$ cat config.mk
export PLATFORM = sky130hd
export DESIGN_NAME = regfile_mp
export DESIGN_NICKNAME = d
export VERILOG_FILES = /design/src/rtl/regfile_pkg.sv /design/src/rtl/regfile_clear_seq.sv /design/src/rtl/regfile_mp.sv
export SDC_FILE = /design/constraint.sdc
export NUM_CORES = 1
export LEC_CHECK = 0
export BUFFER_PORTS_ARGS = -buffer_cell sky130_fd_sc_hd__buf_2
export CAP_MARGIN = 20
export CORE_AREA = 3 3 81 83
export DETAILED_ROUTE_END_ITERATION = 12
export DIE_AREA = 0 0 84 86
export HOLD_SLACK_MARGIN = 0.15
export PLACE_DENSITY = 0.85
export SETUP_SLACK_MARGIN = 0.2
export SYNTH_ARGS = -nofsm -noshare
export SYNTH_HDL_FRONTEND = slang
export SYNTH_SLANG_ARGS = --single-unit
export TNS_END_PERCENT = 100
$ cat constraint.sdc
create_clock -name clk -period 2.7 [get_ports clk]
set_clock_uncertainty 0.05 [all_clocks]
set_input_delay 0.135 -clock clk [delete_from_list [all_inputs] [get_ports clk]]
set_output_delay 0.135 -clock clk [all_outputs]
set_load 0.03 [all_outputs]
$ cat src/rtl/regfile_pkg.sv
`timescale 1ns/1ps
`default_nettype none
// ============================================================================
// Module  : regfile_pkg
// Brief   : Shared types and default sizing for the multi-port register file.
// Revision: 1.0 - initial release
// ============================================================================
package regfile_pkg;

  typedef enum logic [0:0] {
    CLR_IDLE     = 1'b0,
    CLR_CLEARING = 1'b1
  } clr_state_e;

  localparam int DEF_NUM_REGS = 4;
  localparam int DEF_DATA_W   = 8;

endpackage : regfile_pkg
`default_nettype wire

$ cat src/rtl/regfile_clear_seq.sv
`timescale 1ns/1ps
`default_nettype none
// ============================================================================
// Module  : regfile_clear_seq
// Brief   : Walks every register address once, one per cycle, to zero the file.
// Revision: 1.0 - initial release
// ============================================================================
module regfile_clear_seq
  import regfile_pkg::*;
#(
  parameter  int NUM_REGS = DEF_NUM_REGS,
  localparam int ADDR_W   = $clog2(NUM_REGS)
) (
  input  logic              clk,
  input  logic              rst,
  input  logic              clear_req,
  output logic              busy,
  output logic              clr_en,
  output logic [ADDR_W-1:0] clr_addr
);

  localparam logic [ADDR_W-1:0] LAST_ADDR = ADDR_W'(NUM_REGS - 1);

  clr_state_e        state_q, state_d;
  logic [ADDR_W-1:0] cnt_q, cnt_d;

  always_ff @(posedge clk or posedge rst) begin
    if (rst) begin
      state_q <= CLR_IDLE;
      cnt_q   <= '0;
    end else begin
      state_q <= state_d;
      cnt_q   <= cnt_d;
    end
  end

  always_comb begin
    state_d  = state_q;
    cnt_d    = cnt_q;
    busy     = 1'b0;
    clr_en   = 1'b0;
    clr_addr = cnt_q;
    case (state_q)
      CLR_IDLE: begin
        if (clear_req) begin
          state_d = CLR_CLEARING;
          cnt_d   = '0;
        end
      end
      CLR_CLEARING: begin
        busy   = 1'b1;
        clr_en = 1'b1;
        // Exit on the last address so the counter never wraps.
        if (cnt_q == LAST_ADDR) begin
          state_d = CLR_IDLE;
          cnt_d   = '0;
        end else begin
          cnt_d = cnt_q + ADDR_W'(1);
        end
      end
      default: begin
        state_d = CLR_IDLE;
        cnt_d   = '0;
      end
    endcase
  end

endmodule : regfile_clear_seq
`default_nettype wire

$ cat src/rtl/regfile_mp.sv
`timescale 1ns/1ps
`default_nettype none
// ============================================================================
// Module  : regfile_mp
// Brief   : Parametrised 2-read / 2-write register file with optional bypass,
//           hard-wired zero register and sequential clear.
// Revision: 1.0 - initial release
// ============================================================================
module regfile_mp
  import regfile_pkg::*;
#(
  parameter  int NUM_REGS = DEF_NUM_REGS,
  parameter  int DATA_W   = DEF_DATA_W,
  parameter  bit BYPASS   = 1'b0,
  parameter  bit ZERO_R0  = 1'b0,
  localparam int ADDR_W   = $clog2(NUM_REGS)
) (
  input  logic                       clk,
  input  logic                       rst,
  input  logic [ADDR_W-1:0]          rd_addr1,
  output logic [DATA_W-1:0]          rd_data1,
  input  logic [ADDR_W-1:0]          rd_addr2,
  output logic [DATA_W-1:0]          rd_data2,
  input  logic                       wr_en_a,
  input  logic [ADDR_W-1:0]          wr_addr_a,
  input  logic [DATA_W-1:0]          wr_data_a,
  input  logic                       wr_en_b,
  input  logic [ADDR_W-1:0]          wr_addr_b,
  input  logic [DATA_W-1:0]          wr_data_b,
  input  logic                       clear_req,
  output logic                       busy,
  output logic [NUM_REGS*DATA_W-1:0] reg_flat
);

  logic [DATA_W-1:0] regs_q [NUM_REGS];
  logic [DATA_W-1:0] regs_d [NUM_REGS];

  logic              clr_en;
  logic [ADDR_W-1:0] clr_addr;

  logic [1:0][ADDR_W-1:0] rd_addr_all;
  logic [1:0][DATA_W-1:0] rd_data_all;

  regfile_clear_seq #(
    .NUM_REGS (NUM_REGS)
  ) u_clear_seq (
    .clk       (clk),
    .rst       (rst),
    .clear_req (clear_req),
    .busy      (busy),
    .clr_en    (clr_en),
    .clr_addr  (clr_addr)
  );

  // Port B is applied after port A so it wins on an address collision.
  always_comb begin
    regs_d = regs_q;
    if (clr_en) begin
      regs_d[clr_addr] = '0;
    end else begin
      if (wr_en_a) regs_d[wr_addr_a] = wr_data_a;
      if (wr_en_b) regs_d[wr_addr_b] = wr_data_b;
    end
    if (ZERO_R0) regs_d[0] = '0;
  end

  always_ff @(posedge clk or posedge rst) begin
    if (rst) begin
      for (int i = 0; i < NUM_REGS; i++) regs_q[i] <= '0;
    end else begin
      regs_q <= regs_d;
    end
  end

  assign rd_addr_all = {rd_addr2, rd_addr1};
  assign rd_data1    = rd_data_all[0];
  assign rd_data2    = rd_data_all[1];

  for (genvar p = 0; p < 2; p++) begin : g_rd
    logic [DATA_W-1:0] data_sel;
    always_comb begin
      data_sel = regs_q[rd_addr_all[p]];
      if (BYPASS && !busy) begin
        if (wr_en_a && (wr_addr_a == rd_addr_all[p])) data_sel = wr_data_a;
        if (wr_en_b && (wr_addr_b == rd_addr_all[p])) data_sel = wr_data_b;
      end
      if (ZERO_R0 && (rd_addr_all[p] == '0)) data_sel = '0;
    end
    assign rd_data_all[p] = data_sel;
  end

  for (genvar i = 0; i < NUM_REGS; i++) begin : g_flat
    assign reg_flat[i*DATA_W +: DATA_W] = regs_q[i];
  end

endmodule : regfile_mp
`default_nettype wire

## Word level (Yosys, flattened, before mapping)

Cells that the tools add are included.

| storage, ports and cells | value |
|---|---|
| register bits | 35 |
| bits of input ports | 29 |
| output and inout bits | 49 |
| word-level logic and storage cells | 53 |

| cells by class | value |
|---|---|
| add/subtract/negate cells | 1 |
| magnitude comparators | 8 |
| eq/ne operators | 2 |
| muxes and demuxes | 25 |
| bitwise gates (word level) | 8 |
| reductions and logical operators | 3 |

Operators by type and width:

| kind | count |
|---|---|
| 32-bit 2-to-1 mux | 4 |
| 32-bit bitwise mux | 2 |
| 8-bit 2-to-1 mux | 7 |
| 8-bit demux with 2-bit select | 3 |
| 32-bit AND | 1 |
| 8-bit binary-select mux with 2-bit select | 2 |
| 32-bit inverter | 1 |
| 3-bit greater-or-equal comparator (second input constant) | 5 |
| 2-bit inverter with 3-bit output | 5 |
| 3-bit by 1-bit less-than comparator with 1-bit output (second input constant) | 3 |
| 2-bit 2-to-1 mux | 2 |
| 2-bit one-hot mux with 2 select lines | 1 |
| 1-bit logical AND | 3 |
| 1-bit 2-to-1 mux | 3 |
| 2-bit by 1-bit adder with 2-bit output (second input constant) | 1 |
| 2-bit equality test (second input constant) | 1 |
| 2-bit inequality test (second input constant) | 1 |
| 1-bit one-hot mux with 2 select lines | 1 |
| 1-bit inverter | 1 |

## Longest topological paths before layout

Gate-level depths: netlist of run 1.

| logic depth | value |
|---|---|
| depth after elaboration | 11 |
| mapped depth | 6 |
| gate-level depth less buffers | 5 |

## Hierarchy

From an unflattened synthesis of run 1, not the netlist that was laid out.

| second synthesis, totals | value |
|---|---|
| cell total of the unflattened synthesis | 278 |
| area total of the unflattened synthesis | 2827.7 um^2 |

Modules (own cells, without submodules):

| module | times used | cells each | area an instance (um^2) | seq. area each (um^2) |
|---|---|---|---|---|
| regfile_mp | 1 | 265 | 2688.8 | 800.8 |
| regfile_clear_seq | 1 | 13 | 138.9 | 75.1 |

## Least setup slack after synthesis of run 1

OpenSTA, ideal clock, no wires.

| path | value |
|---|---|
| kind | register to register |
| start point | reg u_clear_seq.state_q |
| end point | reg regs_q, in the netlist reg_flat[0] |
| data arrival time | 1.378 ns |
| slack | 1.136 ns |
| stages on the path, launching flop included | 5 |
| buffers on the path | 3 |
| period minus slack after synthesis | 1.564 ns |
| path through | dfrtp_1 buf_2 buf_2 clkbuf_1 o32ai_1 |

RTL lines:

| element | line | source |
|---|---|---|
| from (decl) | regfile_clear_seq.sv:24 | `clr_state_e state_q, state_d;` |
| from (signal assigned) | regfile_clear_seq.sv:32 | `state_q <= state_d;` |
| to (signal assigned) | regfile_mp.sv:71 | `regs_q <= regs_d;` |
| to (decl) | regfile_mp.sv:35 | `logic [DATA_W-1:0] regs_q [NUM_REGS];` |

## Worst setup path in the final report of run 1

| path | value |
|---|---|
| start point | reg u_clear_seq.state_q |
| end point | out busy |

| between the ends | value |
|---|---|
| longest elaborated chain between the ends | 1 |

RTL lines:

| element | line | source |
|---|---|---|
| 1-bit 2-to-1 mux | regfile_clear_seq.sv:43 | `case (state_q)` |
| to (decl) | regfile_mp.sv:31 | `output logic busy,` |

No other way between the ends.

==> results of run 1 <==
## worst min-delay path by stage
stage | startpoint | end | cells after the start
finish | wr_data_a[5] | reg_flat[29] | 3
global route | wr_data_a[2] | reg_flat[2] | 3
CTS | wr_data_a[5] | reg_flat[29] | 3
detailed placement | clear_req | u_clear_seq.clr_addr[1] | 2
global placement | clear_req | u_clear_seq.clr_addr[1] | 2
floorplan | clear_req | u_clear_seq.clr_addr[1] | 1
## cell families after synthesis
| group | Yosys count | synth area share [%] |
|---|---|---|
| multiplexers | 16 | 12.5 |
| flip-flops | 35 | 30.3 |
| AO/OA/AOI/OAI | 107 | 30.4 |
| adder cells (fa/ha/maj) | 4 | 1.73 |
| buffers and inverters | 63 | 9.90 |
| AND/OR/NAND/NOR | 56 | 15.2 |
## area by class of cell
class | count | area (um^2) | area share (%)
multi-input cells | 183 | 1730 | 51.2
clock buffers | 5 | 68.8 | 2.04
clock inverters | 3 | 43.8 | 1.30
well taps | 75 | 93.8 | 2.78
repair buffers | 84 | 465 | 13.8
flip-flops and latches | 35 | 877 | 25.9
inverters | 27 | 101 | 3.00
## metal layers
metal  global-route usage (%)  vias up  share of wire [%]
li1                         -     1211                  -
met2                     35.1      128                 47
met4                     9.36        2                1.5
met1                     32.6     1343                 44
met3                     4.51       12                7.8
met5                        0        -              0.083
## flip-flops by register name, indices dropped and copies added, names as in the netlist
register and cells:
u_clear_seq.clr_addr 2, u_clear_seq.state_q 1, reg_flat 32
## through the flow
step / cell area, um^2 / total power, W
2_1_floorplan: 2890 / 0.00262
3_3_place_gp: 3210 / 0.00312
3_5_place_dp: 3210 / 0.00318
4_1_cts: 3350 / 0.00367
5_1_grt: 3380 / 0.00390
6_report: 3380 / 0.00368
## cells in the final DEF (no fill, tap or decap), types with 5 or more instances in the layout
cell,instances
nor2_1,9
o32ai_1,15
o31a_1,15
nor2b_1,9
inv_1,27
clkbuf_8,5
a21oi_1,23
nor4b_1,8
a21o_2,6
a221o_1,8
a21o_1,12
a2111oi_2,8
a22o_1,9
dfrtp_1,34
and4b_1,8
nor4bb_1,7
buf_2,77
o31ai_1,10
mux4_2,16
## timing repair
item                       CTS  global route
setup endpoints to repair    0             0
hold buffers                 3             0
hold endpoints to repair    29             0
## critical path, delay by kind of cell (launching register included)
kind,cells,cell delay [ns]
buffers and inverters,2,0.79
DFF,1,0.68
## power by group
group / leakage (nW) / switching [W] / total [W] / internal [W]
sequential: 0.458 / 0.000290 / 0.00103 / 0.000743
clock: 0.0581 / 0.000214 / 0.000489 / 0.000275
combinational: 1.11 / 0.00133 / 0.00216 / 0.000821
total: 1.63 / 0.00184 / 0.00368 / 0.00184
==> impl_metrics.env, run 1 <==
export IMPL_synth_top_area_share_pct=30.3
export IMPL_cp_end_kind="primary output"
export IMPL_syn_nets=314
export IMPL_slew_viol_final=0
export IMPL_dpl_cell_count=400
export IMPL_synthesis_area_um2=2890
export IMPL_drc=0
export IMPL_yosys_area_top_type="dfrtp_1"
export IMPL_synth_seq_cells=35
export IMPL_ios=78
export IMPL_crit_slowest_cell="dfrtp_2"
export IMPL_core_area_um2=5920
export IMPL_antenna_found_initial=1
export IMPL_crit_required_ns=2.52
export IMPL_clkTransAtPathRegs_ns=0.08
export IMPL_synth_enable_flop_cells=0
export IMPL_grtUsageTotal_pct=23.1
export IMPL_cp_max_fo=48
export IMPL_dp_hpwl_mm=5.77
export IMPL_setup_viol=0
export IMPL_cts_tree="yes"
export IMPL_worstReg2RegEnd="reg_flat[17]"
export IMPL_fin_util_pct=57.1
export IMPL_gp_congestion=0.816
export IMPL_clock_path_buffers=2
export IMPL_die_h_um=86
export IMPL_cts_root_buf="clkbuf_8"
export IMPL_timing_fmax_mhz=508
export IMPL_initial_core_util_pct=48.9
export IMPL_cap_viol_max_count=0
export IMPL_syn2layout_area_growth_pct=16.9
export IMPL_die_w_um=84
export IMPL_p_leak_nw=1.63
export IMPL_avgSynthCellArea_um2=10.3
export IMPL_wl_per_cell_um=20.6
export IMPL_grt_pass1_wl_mm=13.2
export IMPL_yosysUniqueCellTypes=34
export IMPL_drt_iter0_markers=319
export IMPL_synthCells=281
export IMPL_rsz0062_at_grt="no"
export IMPL_ys_flop_type="dfrtp_1"
export IMPL_clock_sinks=35
export IMPL_synth_area_leaders="dfrtp_1, mux4_2, o31a_1, o32ai_1, a2111oi_2"
export IMPL_outcome="finished, final reports clean"
export IMPL_regToRegStartpoint="u_clear_seq.state_q"
export IMPL_path_class="flip-flop to primary output"
export IMPL_r2r_setup_slack_ns=0.92
export IMPL_finalSetupTns_ns=0
export IMPL_hold_path_class="input pin to flip-flop"
export IMPL_tightest_slew_ns=0.799
export IMPL_post_cts_buffers=0
export IMPL_drive_gt1_share_pct=37.1
export IMPL_cts_buffers=5
export IMPL_powerDensity_nw_per_um2=1090
export IMPL_hold_violations=0
export IMPL_cp_arrival_ns=1.78
export IMPL_place_ws_ns=0.951
export IMPL_synth_common_cells="dfrtp_1, inv_1, a21oi_1, mux4_2"
export IMPL_n_antenna_cell=0
export IMPL_nets=369
export IMPL_ys_seq_area_share_pct=30.3
export IMPL_vias=2696
export IMPL_wl_mm=8.47
export IMPL_stdcell_count=412
export IMPL_hold_ws_ns=0.162
export IMPL_synth_most_common_cell="dfrtp_1"
export IMPL_via_per_inst=6.54
export IMPL_min_period_over_period_pct=72.9
export IMPL_first_pass_iters=4
export IMPL_grt_max_degree=49
export IMPL_slew_headroom_pct=46.7
export IMPL_fp_dieArea_um2=7220
export IMPL_layout_setup_ws_ns=0.731
export IMPL_nFillCells=528
export IMPL_cp_slowest_stage_delay_ns=0.68
export IMPL_rr_worst_depth=3
export IMPL_insertion_delay_ns=0.29
export IMPL_core_rowCount=28
export IMPL_ir_drop_mv=0.564
export IMPL_cp_endpoint="busy"
export IMPL_io_buffers=77
export IMPL_cts_resized=0
export IMPL_synthArstFlopShare_pct=100
export IMPL_ctsHtreeMaxLevel=2
export IMPL_cp_startpoint="u_clear_seq.state_q"
export IMPL_cp_start_kind="flip-flop"
export IMPL_crit_chain="buf_4 -> buf_2"
export IMPL_overflow=0
export IMPL_post_route_min_period_ns=1.97
export IMPL_grt_pass1_vias=2484
export IMPL_ant_nets=0
export IMPL_synth_warnings=0
Power figures use the tool's default switching activity.
==> run 2, diff against run 1 <==
--- a/config.mk
+++ b/config.mk
@@ -7,11 +7,11 @@
 export LEC_CHECK = 0
 export BUFFER_PORTS_ARGS = -buffer_cell sky130_fd_sc_hd__buf_2
 export CAP_MARGIN = 20
-export CORE_AREA = 3 3 81 83
+export CORE_AREA = 3 3 82 84
 export DETAILED_ROUTE_END_ITERATION = 12
-export DIE_AREA = 0 0 84 86
+export DIE_AREA = 0 0 85 87
 export HOLD_SLACK_MARGIN = 0.15
-export PLACE_DENSITY = 0.85
+export PLACE_DENSITY = 0.86
 export SETUP_SLACK_MARGIN = 0.2
 export SYNTH_ARGS = -nofsm -noshare
 export SYNTH_HDL_FRONTEND = slang
==> constraint.sdc (replaced) <==
create_clock -name clk -period 1.75 [get_ports clk]
set_clock_uncertainty 0.05 [all_clocks]
set_input_delay 0.0875 -clock clk [delete_from_list [all_inputs] [get_ports clk]]
set_output_delay 0.0875 -clock clk [all_outputs]
set_load 0.03 [all_outputs]
==> run 2 against run 1 <==
  * Non-clock buffer count rose by 24
  * Hold slack better by 0.0049 ns
  * Combinational power rose by 77%
  * First-iteration DRC count is 56% higher
  * Sequential power increased by 50%
  * Die area grew 2.4%
  * Clock power is 57% higher
  * Global-route usage up 1.7 points
  * Flip-flop and latch count did not move
  * Count of clock-buffer cells in the layout is the same
  * Cell count is 5.8% higher
  * Register-to-register slack got worse by 0.62 ns
  * Critical path type unchanged
==> impl_metrics.env, run 2 (synthesis gave the netlist of run 1 again) <==
export IMPL_via_per_inst=6.65
export IMPL_overflow=0
export IMPL_cts_tree="yes"
export IMPL_r2r_setup_slack_ns=0.30
export IMPL_n_antenna_cell=0
export IMPL_insertion_delay_ns=0.29
export IMPL_setup_viol=0
export IMPL_tightest_slew_ns=0.780
export IMPL_slew_headroom_pct=48.0
export IMPL_vias=2899
export IMPL_cp_max_fo=4
export IMPL_syn2layout_area_growth_pct=25.3
export IMPL_holdPathEnd="reg_flat[10]"
export IMPL_grtUsageTotal_pct=24.8
export IMPL_wl_mm=9.35
export IMPL_dpl_cell_count=402
export IMPL_rsz0062_at_grt="no"
export IMPL_regToRegStartpoint="u_clear_seq.clr_addr[0]"
export IMPL_grt_pass1_vias=2728
export IMPL_crit_required_ns=1.61
export IMPL_clock_path_buffers=2
export IMPL_nets=393
export IMPL_register_area_um2=881
export IMPL_clkTransAtPathRegs_ns=0.09
export IMPL_grt_pass1_wl_mm=14.4
export IMPL_grt_max_degree=65
export IMPL_clock_sinks=35
export IMPL_ctsHtreeMaxLevel=2
export IMPL_timing_fmax_mhz=655
export IMPL_layout_commonest_cell="buf_2"
export IMPL_fp_dieArea_um2=7400
export IMPL_min_delay_start="wr_data_b[2]"
export IMPL_nFillCells=487
export IMPL_worstReg2RegEnd="reg_flat[5]"
export IMPL_min_period_over_period_pct=87.3
export IMPL_core_area_um2=5990
export IMPL_cts_buffers=5
export IMPL_fin_util_pct=60.5
export IMPL_drive_gt1_share_pct=41.3
export IMPL_antenna_found_initial=0
export IMPL_cp_arrival_ns=1.39
export IMPL_cts_root_buf="clkbuf_8"
export IMPL_outcome="finished, final reports clean"
export IMPL_finalSetupTns_ns=0
export IMPL_p_leak_nw=1.75
export IMPL_io_buffers=77
export IMPL_largest_register_ffs=32
export IMPL_gp_congestion=0.845
export IMPL_first_pass_iters=5
export IMPL_dp_hpwl_mm=5.86
export IMPL_hold_violations=0
export IMPL_post_route_min_period_ns=1.53
export IMPL_rr_worst_depth=5
export IMPL_die_w_um=85
export IMPL_initial_core_util_pct=48.3
export IMPL_die_h_um=87
export IMPL_drc=0
export IMPL_most_common_layout_cells="buf_2, dfrtp_1, inv_1, a21oi_1, buf_4"
export IMPL_p_total_w=0.00615
export IMPL_final_cell_area_um2=3620
export IMPL_stdcell_count=436
export IMPL_slew_viol_final=0
export IMPL_ios=78
export IMPL_placedInstanceArea_um2=3240
export IMPL_cp_end_kind="primary output"
export IMPL_ir_drop_mv=0.931
export IMPL_hold_depth=4
export IMPL_hold_path_class="input pin to flip-flop"
export IMPL_cp_start_kind="flip-flop"
export IMPL_ant_nets=0
export IMPL_drt_iter0_markers=499
export IMPL_multi_input_comb_area_um2=1740
export IMPL_core_rowCount=28
export IMPL_wl_per_cell_um=21.4
export IMPL_path_class="flip-flop to primary output"
export IMPL_powerDensity_nw_per_um2=1700
export IMPL_cap_viol_max_count=0
run 2: where the power goes:
part | switching (W) | internal, W
Sequential | 0.000396 | 0.00115
Clock | 0.000341 | 0.000425
Combinational | 0.00226 | 0.00157
Total | 0.00300 | 0.00315
run 2: what timing repair did:
action / CTS / global route
endpoints found under the hold margin: 64 / 0
gates cloned: 0 / 1
setup buffers: 3 / 12
gates resized for setup: 4 / 14
endpoints found under the setup margin: 13 / 19
hold buffers: 10 / 0
run 2: worst max path at each step:
stage	start	endpoint	slack, ns
global placement	u_clear_seq.clr_addr[0]	reg_flat[20]	0.21
CTS	reg_flat[19]	rd_data1[3]	0.20
detailed placement	u_clear_seq.clr_addr[0]	reg_flat[23]	0.17
finish	reg_flat[21]	rd_data1[5]	0.22
floorplan	u_clear_seq.state_q	reg_flat[19]	0.24
global route	reg_flat[21]	rd_data1[5]	0.19
run 2: stage by stage:
step                hold slack [ns]  setup slack (ns)
floorplan                     0.124             0.241
global placement              0.168             0.214
detailed placement            0.174             0.174
CTS                           0.167             0.202
global route                  0.178             0.188
finish                        0.167             0.223
run 2: final cells by class:
class / instances / area share (%)
clock buffers: 5 / 1.90
clock inverters: 3 / 1.21
inverters: 27 / 2.80
multi-input cells: 183 / 48.0
flip-flops and latches: 35 / 24.3
well taps: 75 / 2.59
repair buffers: 108 / 19.2
run 2: critical path: stages (launching register included):
cell     delay [ns]
dfrtp_1        0.43
mux4_2         0.47
buf_4          0.18
run 2: routing by layer:
metal / track usage, % / vias up / wire [um]
li1: - / 1256 / -
met1: 32.5 / 1412 / 3590
met2: 40.3 / 205 / 4550
met3: 5.39 / 26 / 955
met4: 9.64 / 0 / 253
met5: 0 / - / 0
